## src/rtl/pc_npc_unit.sv

```systemverilog
// pc_npc_unit: PC/nPC register pair for the MIPS fetch stage.
// Supports delayed branches (DELAY_SLOT=1) or immediate redirect with flush
// (DELAY_SLOT=0), stall hold with branch capture, and an exception redirect
// that overrides everything else.
module pc_npc_unit #(
    parameter int AW         = 9,
    parameter int PC_RST     = 0,
    parameter int STEP       = 4,
    parameter int DELAY_SLOT = 1
) (
    input  logic          Clk,
    input  logic          Reset,
    input  logic          Stall,
    input  logic          BranchTaken,
    input  logic [AW-1:0] BranchTarget,
    input  logic          Redirect,
    input  logic [AW-1:0] RedirectAddr,
    output logic [AW-1:0] PC,
    output logic [AW-1:0] nPC,
    output logic          InDelaySlot,
    output logic          Flush,
    output logic          AlignErr
);

    localparam logic [AW-1:0] STEP_A     = AW'(STEP);
    localparam logic [AW-1:0] ALIGN_MASK = AW'(STEP - 1);
    localparam logic [AW-1:0] RST_PC     = AW'(PC_RST);
    localparam logic [AW-1:0] RST_NPC    = AW'(PC_RST + STEP);

    // PEND doubles as the "pending branch valid" flag; its target lives in ptgt_q.
    typedef enum logic [1:0] {
        ST_RUN  = 2'd0,
        ST_PEND = 2'd1,
        ST_SLOT = 2'd2
    } state_e;

    state_e        state_q, state_d;
    logic [AW-1:0] pc_q, pc_d;
    logic [AW-1:0] npc_q, npc_d;
    logic [AW-1:0] ptgt_q, ptgt_d;
    logic          ids_q, ids_d;
    logic          flush_q, flush_d;
    logic          aerr_q, aerr_d;

    logic          branch_eff;
    logic [AW-1:0] eff_tgt;

    // A captured branch takes precedence over whatever BranchTaken says on the release edge.
    always_comb begin
        branch_eff = (state_q == ST_PEND) || BranchTaken;
        eff_tgt    = (state_q == ST_PEND) ? ptgt_q : BranchTarget;
    end

    // State and datapath registers; reset discards any pending branch immediately.
    always_ff @(posedge Clk or negedge Reset) begin
        if (!Reset) begin
            state_q <= ST_RUN;
            pc_q    <= RST_PC;
            npc_q   <= RST_NPC;
            ptgt_q  <= '0;
            ids_q   <= 1'b0;
            flush_q <= 1'b0;
            aerr_q  <= 1'b0;
        end else begin
            state_q <= state_d;
            pc_q    <= pc_d;
            npc_q   <= npc_d;
            ptgt_q  <= ptgt_d;
            ids_q   <= ids_d;
            flush_q <= flush_d;
            aerr_q  <= aerr_d;
        end
    end

    // Next-state logic: Redirect > Stall > pending/BranchTaken > sequential.
    always_comb begin
        state_d = state_q;
        if (Redirect) begin
            state_d = ST_RUN;
        end else if (Stall) begin
            if (BranchTaken) begin
                state_d = ST_PEND;
            end
        end else if (branch_eff) begin
            state_d = (DELAY_SLOT != 0) ? ST_SLOT : ST_RUN;
        end else begin
            state_d = ST_RUN;
        end
    end

    // Next PC/nPC and one-cycle pulse flags, same priority order as the FSM.
    always_comb begin
        pc_d    = pc_q;
        npc_d   = npc_q;
        ptgt_d  = ptgt_q;
        ids_d   = ids_q;
        flush_d = 1'b0;
        aerr_d  = 1'b0;
        if (Redirect) begin
            // Exception restart: alignment of RedirectAddr is not flagged here.
            pc_d    = RedirectAddr;
            npc_d   = RedirectAddr + STEP_A;
            ids_d   = 1'b0;
            flush_d = 1'b1;
        end else if (Stall) begin
            // Hold; a later capture under the same stall overwrites the earlier one.
            if (BranchTaken) begin
                ptgt_d = BranchTarget;
            end
        end else if (branch_eff) begin
            aerr_d = |(eff_tgt & ALIGN_MASK);
            if (DELAY_SLOT != 0) begin
                pc_d  = npc_q;
                npc_d = eff_tgt;
                ids_d = 1'b1;
            end else begin
                pc_d    = eff_tgt;
                npc_d   = eff_tgt + STEP_A;
                ids_d   = 1'b0;
                flush_d = 1'b1;
            end
        end else begin
            pc_d  = npc_q;
            npc_d = npc_q + STEP_A;
            ids_d = 1'b0;
        end
    end

    // Outputs come straight from registers.
    always_comb begin
        PC          = pc_q;
        nPC         = npc_q;
        InDelaySlot = ids_q;
        Flush       = flush_q;
        AlignErr    = aerr_q;
    end

endmodule

```

## config.mk

```make
export PLATFORM = sky130hd
export DESIGN_NAME = pc_npc_unit
export DESIGN_NICKNAME = d
export VERILOG_FILES = /design/src/rtl/pc_npc_unit.sv
export SDC_FILE = /design/constraint.sdc
export NUM_CORES = 1
export LEC_CHECK = 0
export CORE_ASPECT_RATIO = 1.4
export CORE_MARGIN = 2
export CORE_UTILIZATION = 40
export DETAILED_ROUTE_END_ITERATION = 10
export DONT_BUFFER_PORTS = 1
export GPL_ROUTABILITY_DRIVEN = 0
export PLACE_DENSITY = 0.58
export SLEW_MARGIN = 20
export SYNTH_ARGS = -nofsm -noshare
export SYNTH_HDL_FRONTEND = slang
export SYNTH_SLANG_ARGS = --single-unit
export TNS_END_PERCENT = 100
```

## constraint.sdc

```tcl
create_clock -name Clk -period 3 [get_ports Clk]
set_input_delay 0.6 -clock Clk [delete_from_list [all_inputs] [get_ports Clk]]
set_output_delay 0.6 -clock Clk [all_outputs]
set_load 0.1 [all_outputs]
```

==> summary.md <==
| Metric | Value |
|---|---|
| Filler-free cell count of the finished design | 223 |
| WP depth | 0 |
| Sequential share of the synthesized area | 0.4598 |
| Max Buffers Root-to-Sink | 2 |
| Crit path capture type | output pin |
| Final min period | 1.916 ns |
| Share of layout cells above drive strength 1 | 0.1629 |
| CTS Sinks | 32 |
| Fin Setup TNS | 0 ns |
| CTS tree | built |
| Final wirelength | 4016 microns |
| # port buffers | 0 |
| Core Box Area | 4204 sq um |
| Most common cell after layout, fill and taps aside | dfrtp_1 |
| Pwr per Cell Area | 670.2 nW/um^2 |
| Hold Crit Class | in2async |
| EDFF count, synth | 0 |
| Pre-CTS setup slack | 1.053 ns |
| FF/Latch Area | 802.0 sq um |
| DR vias/cell | 6.170 |
| Final ANT Viol Nets | 0 |
| Mapped cell area | 1744 sq um |
| YS warnings | 0 |
| Worst-path clk slew | 0.07 ns |
| Critical path launch point type | register |
| Die Width | 59.81 microns |
| Largest net degree at the start of global routing | 38 |
| Outcome | completed |
| Syn Area/Cell | 10.02 sq um |
| Post-synthesis sequential element count | 32 |
| Num ports | 44 |
| Multi-input logic area | 875.8 sq um |
| Final setup viols | 0 |
| Worst Tran Pin Value | 1.032 ns |
| H-Tree Depth | 2 |
| Clock skew | 0.005214 ns |
| Post-synth ARST share | 1.000 |
| WS Path Type | reg2out |
| Final HPWL DP | 2868 microns |
| First-pass GRT wire length | 6251 microns |
| Final worst-path cycle share | 0.6386 |
| Cells after synthesis | 174 |
| Most frequent cells in the layout | 31 x dfrtp_1, 17 x nand2_1, 15 x o21ai_0 |
| Aggregate global-route resource usage | 0.1762 |
| Die height | 82.13 microns |
| Slew margin rel. | 0.3122 |
| Data arrival, critical path | 1.32 ns |
| Crit path max fanout | 6 |
| CP required | 2.40 ns |
| Vias in the first global route | 1322 |
| Unique cell type count in the Yosys netlist | 42 |
| Slew Viols, Final | 0 |
| Post-route setup slack | 1.084 ns |
| Pre-antenna DRT Iters | 4 |
| Residual DRC | 0 |
| Placed insts | 213 |
| RSZ-0062 raised after global routing | false |
| Detailed Route Iter0 Violations | 63 |
| Initial Util | 0.4149 |
| CTS Root Cell | clkbuf_8 |
| CTS hold repair buffers | 1 |
| Layout fillers | 414 |
| Remaining Overflow, GRT | 0 |
| Wire length per cell | 18.01 microns |
| Synth Flop Type | dfrtp_1 |
| Area Overhead vs Synth | 8.537% |
| Worst skew pair latency | 0.29 ns |
| Postcts setup bufs | 0 |
| Final nets | 202 |
| PostCTS Resize Cnt | 0 |
| Clock buffer count from CTS | 5 |
| Ant diodes | 0 |
| Final hold vios | 0 |
| Initial antenna violation count | 0 |
| Row count | 28 |
| Reg2reg path depth | 3 |
| Vias | 1376 |
| Max rail drop VDD | 0.2280 mV |
| P_leak | 0.0008090 uW |
| Die area | 4912 sq um |
| Mapped Nets | 199 |
| Fmax | 0.5219 GHz |
| Max cap viols | 0 |
==> worst register-to-register path: stages, from the launching register on <==
cell,delay (ns)
dfrtp_1,1.03
nor2_1,0.12
mux2_4,0.30
a221o_1,0.33
==> per-stage QoR <==
step / area [sq um] / total power (uW) / util / hold WS (ns)
2_1_floorplan: 1744 / 890.9 / - / 0.3044
3_3_place_gp: 1783 / 919.2 / 0.4241 / 0.3052
3_5_place_dp: 1783 / 927.3 / 0.4241 / 0.3056
4_1_cts: 1883 / 1275 / 0.4479 / 0.0004420
5_1_grt: 1893 / 1329 / 0.4503 / 0.1384
6_report: 1893 / 1269 / 0.4503 / 0.1558
==> cells by family (layout without fill, tap and decap cells) <==
group / Yosys count / after routing / share of synthesized area
simple gates: 56 / 56 / 0.1636
compound gates: 43 / 43 / 0.1607
fa+ha+maj: 2 / 2 / 0.01434
mux: 22 / 22 / 0.1384
xor+xnor: 5 / 5 / 0.02511
buf+inv: 14 / 18 / 0.03802
flops: 32 / 32 / 0.4598
==> cell usage after synthesis, types with 2 or more instances <==
cell type,count,share of area
a221oi_1,2,0.010
nor2_1,11,0.024
and3b_1,3,0.015
clkbuf_1,2,0.0043
ha_1,2,0.014
nand3_1,9,0.026
mux2i_1,8,0.046
o31ai_1,2,0.0086
o21ai_0,15,0.043
o21a_1,3,0.013
dfrtp_1,31,0.44
inv_1,3,0.0065
buf_2,8,0.023
xnor2_1,2,0.010
nor3_1,4,0.011
nand2_1,17,0.037
nand2b_1,3,0.011
nor2b_1,2,0.0072
xor2_1,3,0.015
a311oi_1,2,0.010
or4_1,2,0.0086
a21oi_1,6,0.017
a31oi_1,3,0.011
mux2_2,13,0.084
==> path summary, 6_finish.rpt <==
| kind | endpoint | startpoint | slack (ns) |
|---|---|---|---|
| setup / recovery | nPC[7] | nPC[7] | 1.08 |
| hold / removal | nPC[2] | Reset | 0.16 |
| setup reg to reg | nPC[7] | nPC[7] | 1.11 |
| hold reg to reg | ptgt_q[5] | ptgt_q[5] | 0.51 |
| max in group asynchronous | ptgt_q[6] | Reset | 1.70 |
| min in group Clk | Flush | Redirect | 0.34 |
==> layout make-up <==
| class | instances | share of cell area |
|---|---|---|
| Timing Repair Buffer | 7 | 0.03040 |
| Multi-Input combinational cell | 128 | 0.4627 |
| Clock buffer | 8 | 0.04759 |
| Inverter | 3 | 0.005948 |
| Tap cell | 45 | 0.02974 |
| Sequential cell | 32 | 0.4237 |
==> power breakdown <==
group / total (uW) / switching, uW / internal, uW
registers: 691 / 206 / 485
logic: 237 / 149 / 88.6
clock network: 341 / 154 / 187
==> metal layers <==
| metal | wire length, microns | GRT usage |
|---|---|---|
| met1 | 1662 | 0.2032 |
| met2 | 1955 | 0.2815 |
| met3 | 278 | 0.05763 |
| met5 | 0 | 0 |
| met4 | 120 | 0.1022 |
==> registers in the layout (all words and copies together), names as in the netlist <==
signal,count
PC,9
nPC,9
ptgt_q,9
state_q,2
AlignErr,1
Flush,1
InDelaySlot,1
Note: power is estimated with default switching activity, not from simulation.
